--- src/rtl/ram_access_ctrl.sv ---
// ram_access_ctrl
// Single-master controller for the on-chip RAM. It takes one read or write
// request at a time over a valid/ready request channel, drives the RAM
// strobes for exactly one cycle, registers read data, and returns a
// response over a valid/ready response channel. Requests whose address is
// at or above DEPTH are rejected without touching the RAM. Rejections are
// counted in a saturating counter.
//
// Ports:
//   clk, rst_n            clock and asynchronous active-low reset
//   req_valid/req_ready   request handshake
//   req_we                1 = write, 0 = read
//   req_addr, req_wdata   request address and write data
//   rsp_valid/rsp_ready   response handshake
//   rsp_rdata             read data (0 for writes and rejected requests)
//   rsp_err               request was rejected (address out of range)
//   ram_data, ram_address RAM data input and address
//   ram_wren, ram_rden    RAM write / read strobes
//   ram_q                 RAM read data (valid only while ram_rden is high)
//   err_count             saturating count of rejected requests
module ram_access_ctrl #(
    parameter int DATA_W   = 14,
    parameter int ADDR_W   = 12,
    parameter int DEPTH    = 4096,
    parameter int ERRCNT_W = 8
) (
    input  logic                clk,
    input  logic                rst_n,
    input  logic                req_valid,
    output logic                req_ready,
    input  logic                req_we,
    input  logic [ADDR_W-1:0]   req_addr,
    input  logic [DATA_W-1:0]   req_wdata,
    output logic                rsp_valid,
    input  logic                rsp_ready,
    output logic [DATA_W-1:0]   rsp_rdata,
    output logic                rsp_err,
    output logic [DATA_W-1:0]   ram_data,
    output logic [ADDR_W-1:0]   ram_address,
    output logic                ram_wren,
    output logic                ram_rden,
    input  logic [DATA_W-1:0]   ram_q,
    output logic [ERRCNT_W-1:0] err_count
);

    typedef enum logic [1:0] {
        IDLE  = 2'd0,
        WRITE = 2'd1,
        READ  = 2'd2,
        RESP  = 2'd3
    } state_t;

    // One extra bit so DEPTH == 2**ADDR_W is representable; in that case
    // the comparison can never be true and no address is rejected.
    localparam logic [ADDR_W:0] DEPTH_EXT = (ADDR_W+1)'(DEPTH);

    state_t              state_reg, state_next;
    logic [ADDR_W-1:0]   addr_reg;
    logic [DATA_W-1:0]   wdata_reg;
    logic [DATA_W-1:0]   rdata_reg;
    logic                err_reg;
    logic [ERRCNT_W-1:0] err_count_reg;

    logic addr_oob;
    logic accept;
    logic rsp_done;

    assign addr_oob = ({1'b0, req_addr} >= DEPTH_EXT);
    assign accept   = (state_reg == IDLE) && req_valid;
    assign rsp_done = (state_reg == RESP) && rsp_ready;

    // State register
    always_ff @(posedge clk or negedge rst_n) begin
        if (!rst_n) begin
            state_reg <= IDLE;
        end else begin
            state_reg <= state_next;
        end
    end

    // Next-state logic. The write/read direction is carried by the state
    // itself, so the request's we bit needs no separate register.
    always_comb begin
        state_next = state_reg;
        case (state_reg)
            IDLE: begin
                if (req_valid) begin
                    if (addr_oob)    state_next = RESP;
                    else if (req_we) state_next = WRITE;
                    else             state_next = READ;
                end
            end
            WRITE:   state_next = RESP;
            READ:    state_next = RESP;
            RESP:    if (rsp_ready) state_next = IDLE;
            default: state_next = IDLE;
        endcase
    end

    // Latched request fields and response data.
    always_ff @(posedge clk or negedge rst_n) begin
        if (!rst_n) begin
            addr_reg      <= '0;
            wdata_reg     <= '0;
            rdata_reg     <= '0;
            err_reg       <= 1'b0;
            err_count_reg <= '0;
        end else begin
            // The address is only taken for in-range requests. A rejected
            // request never reaches the RAM, so ram_address keeps the last
            // address actually used.
            if (accept && !addr_oob) begin
                addr_reg  <= req_addr;
                wdata_reg <= req_we ? req_wdata : '0;
            end
            if (accept && addr_oob) begin
                err_reg <= 1'b1;
                if (err_count_reg != {ERRCNT_W{1'b1}}) begin
                    err_count_reg <= err_count_reg + 1'b1;
                end
            end
            // ram_q is only driven while the read strobe is high.
            if (state_reg == READ) begin
                rdata_reg <= ram_q;
            end
            if (rsp_done) begin
                rdata_reg <= '0;
                err_reg   <= 1'b0;
            end
        end
    end

    // Outputs decode from registered state and latched fields only.
    always_comb begin
        req_ready   = (state_reg == IDLE);
        rsp_valid   = (state_reg == RESP);
        ram_wren    = (state_reg == WRITE);
        ram_rden    = (state_reg == READ);
        ram_data    = (state_reg == WRITE) ? wdata_reg : '0;
        ram_address = addr_reg;
        rsp_rdata   = rdata_reg;
        rsp_err     = err_reg;
        err_count   = err_count_reg;
    end

endmodule

--- config.mk ---
export PLATFORM = sky130hd
export DESIGN_NAME = ram_access_ctrl
export DESIGN_NICKNAME = d
export VERILOG_FILES = /design/src/rtl/ram_access_ctrl.sv
export SDC_FILE = /design/constraint.sdc
export NUM_CORES = 1
export LEC_CHECK = 0
export BUFFER_PORTS_ARGS = -buffer_cell sky130_fd_sc_hd__buf_2
export CELL_PAD_IN_SITES_DETAIL_PLACEMENT = 1
export CELL_PAD_IN_SITES_GLOBAL_PLACEMENT = 1
export CORE_ASPECT_RATIO = 1.5
export CORE_MARGIN = 2
export CORE_UTILIZATION = 33
export DETAILED_ROUTE_END_ITERATION = 16
export PLACE_DENSITY_LB_ADDON = 0.05
export SLEW_MARGIN = 25
export SYNTH_ARGS = -nofsm -noshare
export SYNTH_HDL_FRONTEND = slang
export SYNTH_SLANG_ARGS = --single-unit
--- constraint.sdc ---
create_clock -name clk -period 2 [get_ports clk]
set_input_delay 0.1 -clock clk [delete_from_list [all_inputs] [get_ports clk]]
set_output_delay 0.1 -clock clk [all_outputs]
set_load 0.01 [all_outputs]
==> results.py <==
metrics = {
    "worst_setup_path": {
        "path_max_fanout": 22,
        "crit_required_ns": 2.17,
        "path_class": "register to register",
        "r2r_start": "state_reg[0]$_DFFE_PN0P_",
        "regToRegSetupSlack_ns": 0.31,
        "startpoint_type": "register",
        "reg2reg_to": "wdata_reg[9]$_DFFE_PN0P_",
        "worstPathArrival_ns": 1.85,
        "cp-end-kind": "register",
        "crit_path_start": "state_reg[0]$_DFFE_PN0P_",
        "rr_worst_depth": 5,
    },
    "global_routing": {
        "grt_antenna_before_repair": 0,
        "gr-total-overflow": 0,
        "grt_pass1_vias": 1514,
        "grt_max_degree": 43,
        "grt_pass1_wl_um": 7272,
        "grt.total_usage_pct": 14.53,
    },
    "layout": {
        "fin_nets": 315,
        "layoutNonFillerInstCount": 338,
        "multiInputGateArea_um2": 792.0,
        "final_common_cell": "buf_2",
        "final_core_util_pct": 43.86,
        "regArea_um2": 1051,
        "stdcell_area_um2": 2537,
        "drive_gt1_share_pct": 43.23,
        "final_cell_mix": "buf_2 (88), dfrtp_1 (42), nand2_1 (30)",
        "diodes": 0,
        "syn2layout_area_growth_pct": 29.58,
        "n_fill_cell": 716,
    },
    "yosys": {
        "ys_warn_count": 0,
        "synth_top_family_by_area": "multiplexers",
        "synth-seq-cells": 42,
        "seq_area_frac_synth_pct": 53.67,
        "yosys.area_share.simple_pct": 13.87,
        "synth_adder_area_share_pct": 3.195,
        "synth_xor_area_share_pct": 0,
        "synthesis.area_um2": 1958,
        "synthDistinctLibCells": 19,
        "netlist_instances": 176,
        "synth_compound_area_share_pct": 4.153,
        "muxShareOfSynthArea_pct": 17.51,
        "synth.avg_cell_area_um2": 11.13,
    },
    "min_path": {
        "min_to": "ram_address[3]$_DFFE_PN0P_",
        "hp-start": "req_addr[3]",
        "min_path_type": "primary input to register",
        "worstHoldPathCells": 2,
    },
    "power_and_ir_drop": {
        "power_density_nw_per_um2": 1481,
        "power_uw": 3758,
        "p_leak_uw": 0.001402,
        "ir_drop_v": 0.0005073,
    },
    "floorplan": {
        "die-area_um2": 6579,
        "die_height_um": 98.35,
        "io_pins": 98,
        "fp.dieW_um": 66.90,
        "row_count": 34,
        "core_um2": 5786,
        "initial_utilization_pct": 33.85,
    },
    "sta": {
        "hold_viol_final": 0,
        "slew_headroom_pct": 52.52,
        "finalSetupViolCount": 0,
        "final.min_clock_period_ns": 1.687,
        "rsz0062_at_grt": "no",
        "fin_crit_sh_pct": 84.33,
        "clock.fmax_ghz": 0.5929,
        "worstMarginPinSlew_ns": 0.7118,
        "drv_slew": 0,
        "skew_ns": 0.005969,
        "setup_tns_ns": 0,
    },
    "placement": {
        "placed_cells": 329,
        "hpwl_um": 3438,
        "place_congestion": 0.6395,
        "dpl_cell_area_um2": 2419,
        "numPortBuffers": 88,
    },
    "detailed_routing": {
        "wire_per_inst_um": 13.35,
        "vias": 1465,
        "drtAntennaViolNets": 0,
        "vias_per_cell": 4.334,
        "drt_iter0_markers": 34,
        "first_pass_iters": 2,
        "routed_wl_um": 4511,
        "drc": 0,
    },
    "flow_run": {
        "drv_cap": 0,
    },
    "clock_network": {
        "cts.path.max_buffers": 2,
        "numCtsBuffers": 5,
        "clockRootBuffer": "clkbuf_8",
        "clock-sinks": 42,
        "htree_levels": 2,
        "cts_tree": "done",
        "clock_latency_ns": 0.29,
        "clk_pin_slew_ns": 0.08,
    },
    "status": {
        "status": "complete, no violations",
    },
}
-- power breakdown --
part	internal, µW	switching (µW)
Combinational	809	851
Sequential	1250	200
Clock	368	285
-- layout make-up --
type                       instances  area share (%)
timing repair buffer              93           18.93
tap                               72           3.550
multi-input combinational        119           31.21
clock inverter                     3           1.578
clock buffer                       5           2.712
inverter                           4          0.5917
sequential                        42           41.42
-- kinds of logic after synthesis --
family,after synthesis
buffers and inverters,23
AOI/OAI and AO/OA,16
other,1
DFF,42
and+or+nand+nor,61
adders and majority gates,5
muxes,28
-- routing by layer --
metal | vias up | part of all wire, % | GRT usage [%]
li1 | 719 | - | -
met3 | 4 | 6.1 | 3.341
met4 | 0 | 1.1 | 4.239
met1 | 694 | 39 | 16.25
met2 | 48 | 54 | 26.62
met5 | - | 0 | 0
-- what timing repair did --
item / in CTS / in global routing
hold endpoints to repair: 42 / 0
buffers inserted: 0 / 0
gates resized for setup: 0 / 0
hold buffers: 1 / 0
-- metrics by stage --
stage | setup slack [ns] | hold slack (ns)
4_1_cts | 0.2489 | 0.02124
3_5_place_dp | 0.2618 | 0.2066
2_1_floorplan | 0.5027 | -0.1956
5_1_grt | 0.1255 | 0.02134
6_report | 0.3135 | 0.03605
3_3_place_gp | 0.3556 | 0.2073
-- worst max-delay path by stage --
stage | to | slack [ns] | cells past startpoint
after floorplan | state_reg[0]$_DFFE_PN0P_ | 0.50 | 5
after global placement | wdata_reg[12]$_DFFE_PN0P_ | 0.36 | 5
after detailed placement | wdata_reg[7]$_DFFE_PN0P_ | 0.26 | 5
after CTS | ram_data[3] | 0.25 | 4
after global routing | ram_data[3] | 0.13 | 4
final | wdata_reg[9]$_DFFE_PN0P_ | 0.31 | 5
-- synth_stat cells (all sizes together) --
master  number  share of area, %
and2        15               4.8
buf         15               5.9
clkbuf       4              0.77
conb         1              0.19
dfrtp       42                54
ha           5               3.2
inv          4              0.77
mux2        14                10
mux2i       14               7.2
nand2       31               6.1
nand2b       1              0.32
nor2        14               2.7
o21ai       15               3.8
o22ai        1              0.32
-- worst max-delay path, stage by stage (launching register included) --
cell and delay [ns]:
dfrtp_1 0.42, inv_1 0.08, ha_1 0.26, nand2_2 0.36, buf_4 0.31, o21ai_0 0.12
Power figures use the tool's default switching activity.
